===== src/rtl/vram_slot_arbiter.sv =====
// VRAM slot arbiter: the VDP owns the single-port RAM whenever vdp_slot is high; one aux port is served in free slots via req/ack.
// Optional feature macro VRAM_ARB_AUX_WRITE_EN: when undefined, every aux access is a read and ram_we comes only from the VDP.
module vram_slot_arbiter #(
  parameter int ADDR_W     = 15,
  parameter int STARVE_MAX = 8
) (
  input  logic              clk_w,
  input  logic              rst_n_w,
  input  logic              vdp_slot,
  input  logic              vdp_we_n,
  input  logic [ADDR_W-1:0] vdp_adr,
  input  logic [7:0]        vdp_dbo,
  output logic [7:0]        vdp_dbi,
  input  logic              aux_req,
  input  logic              aux_wr,
  input  logic [ADDR_W-1:0] aux_adr,
  input  logic [7:0]        aux_wdata,
  output logic              aux_ack,
  output logic [7:0]        aux_rdata,
  output logic              aux_busy,
  output logic              aux_starve,
  output logic              ram_we,
  output logic [ADDR_W-1:0] ram_addr,
  output logic [7:0]        ram_din,
  input  logic [7:0]        ram_dout
);

  localparam int CNT_W = $clog2(STARVE_MAX + 1);

  typedef enum logic [1:0] {
    IDLE = 2'd0,
    WAIT = 2'd1,
    DATA = 2'd2
  } state_t;

  state_t              state_r, state_nxt_s;
  logic                accept_s, issue_s;
  logic                lat_wr_r;
  logic [ADDR_W-1:0]   lat_adr_r;
  logic [7:0]          lat_wdata_r;
  logic [CNT_W-1:0]    starve_cnt_r;
  logic                prev_aux_r;
  logic [7:0]          vdp_hold_r;
  logic                aux_ack_r;
  logic [7:0]          aux_rdata_r;

  // Next-state decode; the issue cycle is WAIT with the slot free.
  always_comb begin
    state_nxt_s = state_r;
    accept_s    = 1'b0;
    issue_s     = 1'b0;
    case (state_r)
      IDLE: begin
        if (aux_req) begin
          accept_s    = 1'b1;
          state_nxt_s = WAIT;
        end else begin
          state_nxt_s = IDLE;
        end
      end
      WAIT: begin
        if (!vdp_slot) begin
          issue_s     = 1'b1;
          state_nxt_s = DATA;
        end else begin
          state_nxt_s = WAIT;
        end
      end
      DATA:    state_nxt_s = IDLE;
      default: state_nxt_s = IDLE;
    endcase
  end

  always_ff @(posedge clk_w or negedge rst_n_w) begin
    if (!rst_n_w) begin
      state_r <= IDLE;
    end else begin
      state_r <= state_nxt_s;
    end
  end

  // Request latch, starvation counter and aux response registers.
  always_ff @(posedge clk_w or negedge rst_n_w) begin
    if (!rst_n_w) begin
      lat_wr_r     <= 1'b0;
      lat_adr_r    <= '0;
      lat_wdata_r  <= 8'h00;
      starve_cnt_r <= '0;
      aux_ack_r    <= 1'b0;
      aux_rdata_r  <= 8'h00;
    end else begin
      if (accept_s) begin
`ifdef VRAM_ARB_AUX_WRITE_EN
        lat_wr_r    <= aux_wr;
`else
        lat_wr_r    <= 1'b0;
`endif
        lat_adr_r   <= aux_adr;
        lat_wdata_r <= aux_wdata;
      end
      if (accept_s) begin
        starve_cnt_r <= '0;
      end else if (state_r == WAIT && vdp_slot && starve_cnt_r != CNT_W'(STARVE_MAX)) begin
        starve_cnt_r <= starve_cnt_r + CNT_W'(1);
      end
      aux_ack_r <= (state_r == DATA);
      if (state_r == DATA) begin
        aux_rdata_r <= ram_dout;
      end
    end
  end

`ifndef VRAM_ARB_AUX_WRITE_EN
  logic unused_aux_wr_s;
  assign unused_aux_wr_s = aux_wr;
`endif

  // Hold the VDP's last read data across the cycle in which ram_dout carries aux data.
  always_ff @(posedge clk_w or negedge rst_n_w) begin
    if (!rst_n_w) begin
      prev_aux_r <= 1'b0;
      vdp_hold_r <= 8'h00;
    end else begin
      prev_aux_r <= issue_s;
      if (!prev_aux_r) begin
        vdp_hold_r <= ram_dout;
      end
    end
  end

  // RAM port mux: the VDP slot always wins, aux only drives the RAM in its issue cycle.
  always_comb begin
    ram_we   = 1'b0;
    ram_addr = vdp_adr;
    ram_din  = vdp_dbo;
    if (vdp_slot) begin
      ram_we   = ~vdp_we_n;
    end else if (issue_s) begin
      ram_we   = lat_wr_r;
      ram_addr = lat_adr_r;
      ram_din  = lat_wdata_r;
    end else begin
      ram_we   = 1'b0;
    end
  end

  assign vdp_dbi    = prev_aux_r ? vdp_hold_r : ram_dout;
  assign aux_ack    = aux_ack_r;
  assign aux_rdata  = aux_rdata_r;
  assign aux_busy   = (state_r != IDLE);
  assign aux_starve = (starve_cnt_r == CNT_W'(STARVE_MAX));

endmodule


===== config.mk =====
export PLATFORM = sky130hd
export DESIGN_NAME = vram_slot_arbiter
export DESIGN_NICKNAME = d
export VERILOG_FILES = /design/src/rtl/vram_slot_arbiter.sv
export SDC_FILE = /design/constraint.sdc
export NUM_CORES = 1
export LEC_CHECK = 0
export ABC_CLOCK_PERIOD_IN_PS = 5000
export BUFFER_PORTS_ARGS = -buffer_cell sky130_fd_sc_hd__buf_2
export CAP_MARGIN = 30
export CORE_AREA = 3 3 71 73
export CTS_CLUSTER_DIAMETER = 30
export DETAILED_ROUTE_END_ITERATION = 10
export DIE_AREA = 0 0 74 76
export PLACE_DENSITY = 0.81
export SYNTH_ARGS = -nofsm -noshare
export SYNTH_HDL_FRONTEND = slang
export SYNTH_SLANG_ARGS = --single-unit
export TNS_END_PERCENT = 30

===== constraint.sdc =====
create_clock -name clk_w -period 5 [get_ports clk_w]
set_clock_uncertainty 0.2 [all_clocks]
set_input_delay 1.25 -clock clk_w [delete_from_list [all_inputs] [get_ports clk_w]]
set_output_delay 1.25 -clock clk_w [all_outputs]
set_load 0.01 [all_outputs]

Yosys cells after proc, flatten, opt, wreduce, memory -nomap -nowiden
Index checks and enable logic that the tools add are counted. Widths: inputs -> output; s select.

Reduce and logical (&&, ||, !) cells: 5. Bitwise gates (word level): 1. Add/subtract/negate cells: 1. Mux-type cells: 15. Eq/ne operators: 4.

Operators with widths (count): $mux 15 (2); $mux 8 (3); $mux 4 (2); $mux 1 (6); $add 4x1->4 const B (1); $eq 4x4->1 const B (1); $ne 4x4->1 const B (1); $pmux 2 s2 (1); $reduce_bool 2->1 (2); $eq 2x1->1 const B (1); $eq 2x2->1 const B (1); $logic_and 1x1->1 (2); $logic_not 2->1 (1); $mux 2 (1); $not 1->1 (1).

Output and inout bits: 43. Logic and storage cells: 34. Input port bits: 60. Register bits: 47.

Logic depth before layout (Yosys ltp)
Gate-level depths: netlist (run 1).

Depth in word-level cells: 5. Mapped depth: 6. Gate-level depth less buffers: 6.

Least setup slack after synthesis (run 1)
OpenSTA, ideal clock, no wires.

Path type: input -> output. From: input port vdp_slot. To: output port ram_addr[10]. Required time: 3.550 ns. Stages: 3. Slack: 1.372 ns. Path buffers: 1. Arrival time: 2.178 ns. Cells stage by stage: nor3b_2 > buf_4 > mux2_2.

Longest elaborated chain between the ends: 4.

RTL lines: start: declaration (RTL line 9) `input logic vdp_slot,`; $mux 1 (RTL line 62) `if (!vdp_slot) begin`; $mux 1 (RTL line 52) `case (state_r)`; $mux 15 (RTL line 138) `end else if (issue_s) begin`; $mux 15 * (RTL line 136) `if (vdp_slot) begin`; end: declaration (RTL line 23) `output logic [ADDR_W-1:0] ram_addr,`.

Mark *: on every way between the ends. The rest lies on a longest branch, timed or not.

Final worst setup path (run 1)
From: input port vdp_slot. To: output port ram_din[6].

Longest elaborated chain between the ends: 4.

RTL lines: $mux 1 (RTL line 62); $mux 1 (RTL line 52); $mux 8 (RTL line 138); $mux 8 * (RTL line 136); end: declaration (RTL line 24) `output logic [7:0] ram_din,`.

Marks and branches as above.

==> flow_metrics.env, run 1 <==
export IMPL_slew_headroom_pct=69.7
export IMPL_dp_hpwl_mm=3.50
export IMPL_synth_top_family_by_area="multiplexers"
export IMPL_period_minus_slack_ps=3900
export IMPL_worst_pin_slew_ps=455
export IMPL_endpoint="ram_din[6]"
export IMPL_numCtsBuffers=5
export IMPL_nFillCells=349
export IMPL_rsz0062_at_grt="no"
export IMPL_pre_cts_slack_ps=1090
export IMPL_layout_worst_path_cycle_share_pct=77.9
export IMPL_drtIter0Drc=66
export IMPL_synth_top_area_share_pct=53.0
export IMPL_ir_drop_mv=0.177
export IMPL_max_clock_freq_mhz=257
export IMPL_setup_ws_ps=1100
export IMPL_ff2ff_setup_slack_ps=3190
export IMPL_fin_tns_setup_ps=0
export IMPL_cts_path_max_buffers=2
export IMPL_crit_required_ps=3550
export IMPL_status="finished, final reports clean"
export IMPL_ys_types=25
export IMPL_clk_latency_ps=290
export IMPL_synth_area_um2=2220
export IMPL_synth_mux_area_share_pct=35.8
export IMPL_synth_fa_ha_area_share_pct=1.13
export IMPL_area_growth_pct=28.6
export IMPL_drt_wl_total_mm=4.54
export IMPL_grt_pass1_vias=1677
export IMPL_worst_hold_startpoint="starve_cnt_r[3]$_DFFE_PN0P_"
export IMPL_routedWlPerCell_um=14.9
export IMPL_gp_congestion=0.733
export IMPL_worst_setup_path_end_kind="output pin"
export IMPL_arrival_ps=2450
export IMPL_power_leakage_nw=1.47
export IMPL_crit_start="vdp_slot"
export IMPL_portBuffers=101
export IMPL_clk_pin_slew_ps=90
export IMPL_fin_cells=304
export IMPL_h_tree_depth=2
export IMPL_cts_tree="yes"
export IMPL_ys_warn_count=0
export IMPL_fin_nets=313
export IMPL_synthXorXnorAreaFrac_pct=0
export IMPL_start_util_pct=50.3
export IMPL_ant_nets=0
export IMPL_die_height_um=76
export IMPL_cts_sinks=47
export IMPL_grt_max_degree=30
export IMPL_final_util_pct=64.7
export IMPL_place_inst=296
export IMPL_io_pins=103
export IMPL_regToRegStartpoint="state_r[1]$_DFF_PN0_"
export IMPL_holdBufCountCts=0
export IMPL_synth_fp_nets=209
export IMPL_ys_ff_latch=47
export IMPL_synthSimpleGateAreaFrac_pct=4.96
export IMPL_grt_total_usage_pct=16.9
export IMPL_route_detailed_drc=0
export IMPL_core_um2=4410
export IMPL_yosysTopAreaCell="dfrtp_1"
export IMPL_rows=24
export IMPL_min_path_type="flip-flop to flip-flop"
export IMPL_hold_ws_ps=279
export IMPL_cts_resized=0
export IMPL_synth_seq_area_share_pct=53.0
export IMPL_finalSetupViolCount=0
export IMPL_synth_compound_area_share_pct=0.901
export IMPL_cts_root_buffer_cell="clkbuf_8"
export IMPL_drt_pass1_iter_count=3
export IMPL_hold_violations=0
export IMPL_post_cts_buffers=0
export IMPL_antenna_found_initial=0
export IMPL_dr_total_vias=1523
export IMPL_grt_pass1_wl_mm=7.56
export IMPL_num_antenna_cells=0
export IMPL_cp_max_fo=24
export IMPL_reg2reg_to="lat_adr_r[0]$_DFFE_PN0N_"
export IMPL_syn_instance_count=147
export IMPL_avgSynthCellArea_um2=15.1
export IMPL_slew_violations=0
export IMPL_synth_top_cells_by_area="dfrtp_1 53%, mux2_2 22%, mux2_4 12%"
export IMPL_grt_overflow_total=0
export IMPL_drive_above_1_share_pct=70.2
export IMPL_avgViaCountPerCell=5.01
export IMPL_crit_type="primary input to output pin"
export IMPL_cp_start_kind="primary input"
export IMPL_dieWidth_um=74
export IMPL_cap_viol_max_count=0
export IMPL_die_area_um2=5620
export IMPL_power_density_nw_per_um2=388
export IMPL_reg2reg_depth=3
==> how the worst min path moves through the flow <==
stage	cells past startpoint	endpoint	slack, ps
3_5_place_dp	1	starve_cnt_r[3]$_DFFE_PN0P_	270
2_1_floorplan	1	starve_cnt_r[3]$_DFFE_PN0P_	250
3_3_place_gp	1	starve_cnt_r[3]$_DFFE_PN0P_	270
4_1_cts	1	starve_cnt_r[3]$_DFFE_PN0P_	290
6_report	1	starve_cnt_r[3]$_DFFE_PN0P_	280
5_1_grt	1	starve_cnt_r[3]$_DFFE_PN0P_	300
==> layout make-up <==
cell class	instances	area [µm²]	share of cell area (%)
Clock buffer	6	82.6	2.89
Timing Repair Buffer	104	541	18.9
Tap cell	52	65.1	2.28
Clock inverter	2	16.3	0.569
Multi-Input combinational cell	88	957	33.5
Inverter	5	18.8	0.657
Sequential cell	47	1180	41.2
==> logic make-up after synthesis <==
group / Yosys count
mux: 65
simple gates: 17
fa+ha+maj: 2
flops: 47
buf+inv: 12
compound gates: 4
==> per-layer routing <==
layer  up-vias  GRT usage, %  routed length, µm
met3         4          3.69                310
li1        722             -                  -
met1       739          20.8               1850
met2        58          28.8               2330
met4         0          5.07                 48
met5         -             0                  0
==> through the flow <==
step / instance area [µm²] / power, W
6_report: 2860 / 0.00111
5_1_grt: 2860 / 0.00118
4_1_cts: 2860 / 0.00112
3_5_place_dp: 2760 / 0.000882
3_3_place_gp: 2740 / 0.000862
2_1_floorplan: 2220 / 0.000756
==> power breakdown <==
| group | switching, W | internal (W) | total [W] |
|---|---|---|---|
| logic | 0.000135 | 0.000200 | 0.000335 |
| registers | 0.0000580 | 0.000477 | 0.000535 |
| clock network | 0.000125 | 0.000113 | 0.000238 |
==> placed cells by master (no fill, tap or decap), types with 2 or more instances in the layout <==
master,instances
buf_2,101
dfrtp_1,47
mux2_2,44
mux2_4,18
clkbuf_8,6
inv_1,5
mux2i_1,3
nand3_1,3
nor2_1,2
nand3b_1,2
nand2_1,2
o21ai_0,2
a21oi_1,2
ha_1,2
buf_4,2
==> state kept, by name (all words and copies together) (netlist names) <==
name          count
lat_adr_r        15
vdp_hold_r        8
starve_cnt_r      4
aux_rdata         8
state_r           2
aux_ack           1
lat_wdata_r       8
prev_aux_r        1
==> worst max-delay path, cell delays in order <==
cell	delay, ps
buf_2	150
nor3b_4	180
buf_4	330
mux2_2	380
buf_2	150
==> cells in the mapped netlist <==
master    count
buf_2         1
nand3b_1      2
nand4_1       1
or2b_1        1
nor3b_1       1
buf_6         1
and3b_2       1
nor3b_2       1
nand2_1       2
or2_2         1
clkbuf_1      1
mux2_4       18
mux2i_1       3
inv_1         5
nand3_1       3
dfrtp_1      47
nor2_1        2
buf_12        2
mux2_2       44
ha_1          2
or3b_1        1
nor2b_1       1
a21oi_1       2
o21ai_0       2
buf_4         2
Note: power is estimated with default switching activity, not from simulation.
==> run 2: changes to the inputs <==
ABC_AREA = 1   (was default)
ABC_CLOCK_PERIOD_IN_PS = 3200   (was 5000)
CORE_AREA = 3 3 76 78   (was 3 3 71 73)
DIE_AREA = 0 0 79 81   (was 0 0 74 76)
PLACE_DENSITY = 0.72   (was 0.81)
clock period = 3.2 ns   (was 5 ns; I/O delays follow)
==> run 2 against run 1 <==
  * Non-clock buffer count fell by 1
  * Sequential share of layout area increased by 1.3 points
  * Cell count up 46%
  * Core utilization is 11 points lower
  * Sequential power is 73% higher
  * Worst hold slack worse by 8.7 ps
==> flow_metrics.env, run 2 <==
export IMPL_status="finished, final reports clean"
export IMPL_cts_root_buffer_cell="clkbuf_8"
export IMPL_area_growth_pct=30.2
export IMPL_grt_overflow_total=0
export IMPL_synth_common_cells="162 x nand2_1, 47 x dfrtp_1, 16 x inv_1"
export IMPL_clk_latency_ps=290
export IMPL_synth_top_area_share_pct=55.4
export IMPL_reg2reg_depth=6
export IMPL_antenna_found_initial=0
export IMPL_max_clock_freq_mhz=371
export IMPL_arrival_ps=1690
export IMPL_hold_violations=0
export IMPL_crit_type="primary input to output pin"
export IMPL_worst_setup_path_end_kind="output pin"
export IMPL_power_density_nw_per_um2=696
export IMPL_dieWidth_um=79
export IMPL_syn_instance_count=273
export IMPL_cts_path_max_buffers=2
export IMPL_largest_register="lat_adr_r"
export IMPL_synth_seq_area_share_pct=55.4
export IMPL_grt_pass1_wl_mm=8.45
export IMPL_numCtsBuffers=5
export IMPL_worst_pin_slew_ps=530
export IMPL_power_leakage_nw=1.66
export IMPL_grt_total_usage_pct=16.6
export IMPL_fin_tns_setup_ps=0
export IMPL_cp_start_kind="primary input"
export IMPL_layout_common_cells="162 x nand2_1, 101 x buf_2, 47 x dfrtp_1"
export IMPL_layout_worst_path_cycle_share_pct=84.2
export IMPL_regToRegStartpoint="state_r[0]$_DFF_PN0_"
export IMPL_min_path_type="primary input to async pin"
export IMPL_largest_register_ffs=15
export IMPL_synth_fp_nets=335
export IMPL_synth_main_ff_cell="dfrtp_1"
export IMPL_ant_nets=0
export IMPL_ir_drop_mv=0.284
export IMPL_crit_required_ps=2200
export IMPL_avgSynthCellArea_um2=7.78
export IMPL_die_area_um2=6400
export IMPL_synthMostInstantiatedCell="nand2_1"
export IMPL_rows=26
export IMPL_synth_top_cells_by_area="dfrtp_1 55%, nand2_1 29%, o21ai_0 3.3%"
export IMPL_ys_ff_latch=47
export IMPL_place_inst=436
export IMPL_h_tree_depth=2
export IMPL_io_pins=103
export IMPL_gp_congestion=0.750
export IMPL_cts_sinks=47
export IMPL_ff2ff_setup_slack_ps=1410
export IMPL_drt_pass1_iter_count=4
export IMPL_avgViaCountPerCell=4.45
export IMPL_core_um2=5140
export IMPL_slew_headroom_pct=64.7
export IMPL_fin_nets=435
export IMPL_fin_cells=444
export IMPL_slew_violations=0
export IMPL_drtIter0Drc=89
export IMPL_num_antenna_cells=0
export IMPL_dr_total_vias=1978
export IMPL_die_height_um=81
export IMPL_ys_types=17
export IMPL_drt_wl_total_mm=4.90
export IMPL_setup_ws_ps=505
export IMPL_clk_pin_slew_ps=90
export IMPL_dp_hpwl_mm=3.56
export IMPL_synth_edff_count=0
export IMPL_pre_cts_slack_ps=476
export IMPL_synthArstFlopShare_pct=100
export IMPL_start_util_pct=41.3
export IMPL_finalSetupViolCount=0
export IMPL_final_common_cell="nand2_1"
export IMPL_grt_pass1_vias=1870
export IMPL_rsz0062_at_grt="no"
export IMPL_synth_area_um2=2120
export IMPL_ys_warn_count=0
export IMPL_cts_resized=0
export IMPL_drive_above_1_share_pct=32.1
export IMPL_routedWlPerCell_um=11.0
export IMPL_hold_ws_ps=270
export IMPL_cts_tree="yes"
export IMPL_portBuffers=101
export IMPL_cap_viol_max_count=0
export IMPL_grt_max_degree=28
export IMPL_holdBufCountCts=0
export IMPL_post_cts_buffers=0
export IMPL_period_minus_slack_ps=2690
export IMPL_power_total_w=0.00193
export IMPL_cp_max_fo=23
export IMPL_yosysTopAreaCell="dfrtp_1"
export IMPL_route_detailed_drc=0
export IMPL_reg2reg_to="starve_cnt_r[3]$_DFFE_PN0P_"
==> run 2: cell count changes in the layout (fill, tap and decap cells not counted), sizes merged, moves of 3 or more <==
cell / delta
mux2i: -3
inv: +15
mux2: -62
nor2: +4
nand2: +161
o21ai: +16
==> run 2: how the worst max path moves through the flow <==
stage                  start           end  slack (ps)  cells past startpoint
finish              vdp_slot    ram_din[0]         510                      7
floorplan           vdp_slot  ram_addr[10]         830                      6
detailed placement  vdp_slot    ram_din[2]         480                      7
CTS                 vdp_slot    ram_din[2]         460                      7
global placement    vdp_slot    ram_din[1]         450                      7
global route        vdp_slot   ram_addr[8]         350                      7
==> run 2: final cells by class <==
class / count / area (µm²)
clock inverter: 3 / 23.8
timing repair buffer: 103 / 520
clock buffer: 5 / 68.8
multi-input combinational: 197 / 818
fill: 526 / 2370
inverter: 19 / 71.3
sequential: 47 / 1180
tap: 70 / 87.6
==> run 2: layer usage <==
layer / share of wire [%] / track usage [%] / vias up
met2: 46 / 27.9 / 76
met3: 8.2 / 4.77 / 8
li1: - / - / 1020
met1: 44 / 20.6 / 874
met4: 1.6 / 5.15 / 0
met5: 0 / 0 / -
==> run 2: power by group <==
group          switching (W)  leakage (nW)  internal (W)
clock               0.000210        0.0408      0.000156
combinational       0.000380          1.04      0.000251
sequential          0.000126         0.583      0.000803
==> run 2: critical path, stage by stage <==
cell and delay, ps:
buf_2 100, inv_1 80, nand3_2 100, inv_2 310
nand2_1 90, nand2_1 80, buf_2 120
==> run 2: cells by family after synthesis <==
| logic type | count (synthesis) | share of synthesized area [%] |
|---|---|---|
| compound gates | 18 | 4.24 |
| xor+xnor | 1 | 0.412 |
| fa+ha+maj | 2 | 1.18 |
| buf+inv | 29 | 6.12 |
| flops | 47 | 55.4 |
| simple gates | 176 | 32.7 |
==> run 2: metrics by stage <==
stage | instance area [µm²] | utilization, %
after global placement | 2670 | 52.0
final | 2770 | 53.8
after detailed placement | 2670 | 52.0
after CTS | 2770 | 53.8
after global routing | 2770 | 53.8
after floorplan | 2120 | -
==> run 3: changes to the inputs <==
ABC_CLOCK_PERIOD_IN_PS = 2400   (was 3200)
clock period = 2.4 ns   (was 3.2 ns; I/O delays follow)
==> run 3 against run 2 <==
  * Via count down 1.9%
  * Worst hold slack worse by 200 ps
  * Sequential power is 34% higher
  * Largest power group unchanged
==> flow_metrics.env, run 3 (synthesized netlist as in run 2, its figures left out) <==
export IMPL_crit_path_max_incr_delay_ps=390
export IMPL_grt_max_degree=48
export IMPL_cts_root_buffer_cell="clkbuf_8"
export IMPL_grt_pass1_vias=1806
export IMPL_portBuffers=101
export IMPL_avgViaCountPerCell=4.37
export IMPL_clk_pin_slew_ps=90
export IMPL_cts_resized=0
export IMPL_fin_tns_setup_ps=0
export IMPL_die_height_um=81
export IMPL_layout_worst_path_cycle_share_pct=97.5
export IMPL_power_density_nw_per_um2=945
export IMPL_crit_required_ps=1600
export IMPL_cts_tree="yes"
export IMPL_min_path_type="primary input to async pin"
export IMPL_grt_busiest_layer="met2"
export IMPL_nFillCells=528
export IMPL_dp_hpwl_mm=3.50
export IMPL_grt_total_usage_pct=16.3
export IMPL_largest_register="lat_adr_r"
export IMPL_h_tree_depth=2
export IMPL_crit_path_cell_trace="inv_1 -> nand3_2 -> buf_6 -> o21ai_0 -> buf_2"
export IMPL_drtIter0Drc=69
export IMPL_cts_path_max_buffers=2
export IMPL_post_cts_buffers=0
export IMPL_finalSetupViolCount=0
export IMPL_slowest_stage="dfrtp_1"
export IMPL_route_detailed_drc=0
export IMPL_die_area_um2=6400
export IMPL_power_leakage_nw=1.68
export IMPL_met2_usage_pct=28.5
export IMPL_slew_headroom_pct=72.5
export IMPL_numCtsBuffers=5
export IMPL_grtUsageMet1_pct=20.0
export IMPL_start_util_pct=41.3
export IMPL_gp_congestion=0.734
export IMPL_crit_type="flip-flop to output pin"
export IMPL_rows=26
export IMPL_grt_overflow_total=0
export IMPL_antenna_found_initial=0
export IMPL_largest_register_ffs=15
export IMPL_max_clock_freq_mhz=427
export IMPL_worst_setup_path_end_kind="output pin"
export IMPL_drive_above_1_share_pct=32.1
export IMPL_arrival_ps=1540
export IMPL_io_pins=103
export IMPL_cap_viol_max_count=0
export IMPL_grt_pass1_wl_mm=8.26
export IMPL_cts_sinks=47
export IMPL_period_minus_slack_ps=2340
export IMPL_status="finished, final reports clean"
export IMPL_routedWlPerCell_um=11.1
export IMPL_core_um2=5140
export IMPL_cp_start_kind="flip-flop"
export IMPL_layout_common_cells="162 x nand2_1, 101 x buf_2, 47 x dfrtp_1"
export IMPL_hold_violations=0
export IMPL_num_antenna_cells=0
export IMPL_dr_total_vias=1941
export IMPL_rsz0062_at_grt="yes"
export IMPL_final_common_cell="nand2_1"
export IMPL_slew_violations=0
export IMPL_ir_drop_mv=0.361
export IMPL_area_growth_pct=32.2
export IMPL_power_total_w=0.00265
export IMPL_drt_pass1_iter_count=4
export IMPL_clk_latency_ps=290
export IMPL_dieWidth_um=79
export IMPL_drt_wl_total_mm=4.92
export IMPL_fin_nets=435
export IMPL_ant_nets=0
export IMPL_met3_usage_pct=4.55
export IMPL_holdBufCountCts=0
export IMPL_worst_pin_slew_ps=411
export IMPL_cp_max_fo=25
-- run 3: cell count changes in the layout (fill, tap and decap cells not counted), sizes merged --
cell      before  now
clkinv         0    2
clkinvlp       2    0
bufinv         0    1
inv           20   19
-- run 3: worst max-delay path, delay by kind of cell (launching register included) --
family,cells,cell delay (ps)
DFF,1,390
and+or+nand+nor,1,150
AOI/OAI and AO/OA,1,200
buffers and inverters,3,500
-- run 3: final cells by class --
| type | instances | area (µm²) | area share (%) |
|---|---|---|---|
| clock buffers | 5 | 68.8 | 2.45 |
| clock inverters | 3 | 43.8 | 1.56 |
| inverters | 19 | 76.3 | 2.72 |
| multi-input cells | 197 | 818 | 29.1 |
| flip-flops and latches | 47 | 1180 | 41.9 |
| well taps | 70 | 87.6 | 3.12 |
| repair buffers | 103 | 537 | 19.1 |
-- run 3: final timing paths --
| kind | from | end | slack [ps] | cells past startpoint |
|---|---|---|---|---|
| max in group asynchronous | rst_n_w | state_r[0]$_DFF_PN0_ | 1710 | 2 |
| min in group clk_w | lat_adr_r[7]$_DFFE_PN0N_ | lat_adr_r[7]$_DFFE_PN0N_ | 280 | 2 |
| hold / removal | rst_n_w | aux_rdata[3]$_DFFE_PN0P_ | 70 | 2 |
| setup / recovery | state_r[1]$_DFF_PN0_ | ram_addr[6] | 60 | 5 |
| hold reg to reg | lat_adr_r[7]$_DFFE_PN0N_ | lat_adr_r[7]$_DFFE_PN0N_ | 280 | 2 |
| setup reg to reg | state_r[0]$_DFF_PN0_ | starve_cnt_r[0]$_DFFE_PN0P_ | 620 | 6 |
-- run 3: per-stage QoR --
stage | setup slack, ps | cell area [µm²] | hold slack, ps | utilization (%) | std cells
2_1_floorplan | 432 | 2120 | 104 | - | 273
3_3_place_gp | 67.8 | 2690 | 263 | 52.3 | 436
3_5_place_dp | 62.0 | 2690 | 265 | 52.3 | 436
4_1_cts | 14.6 | 2800 | 74.0 | 54.5 | 444
5_1_grt | -12.4 | 2810 | 71.1 | 54.6 | 444
6_report | 59.1 | 2810 | 74.6 | 54.6 | 444
-- run 3: routing by layer --
metal  up-vias  share of wire (%)  wire [µm]
li1       1026                  -          -
met1       839                 45       2230
met2        71                 47       2300
met3         5                7.3        359
met4         0               0.73         36
met5         -                  0          0
-- run 3: power by group --
part	switching [W]	total [W]	internal [W]	leakage, nW
Sequential	0.000167	0.00124	0.00107	0.583
Clock	0.000259	0.000569	0.000310	0.0581
Combinational	0.000508	0.000848	0.000340	1.04
Total	0.000933	0.00265	0.00172	1.68
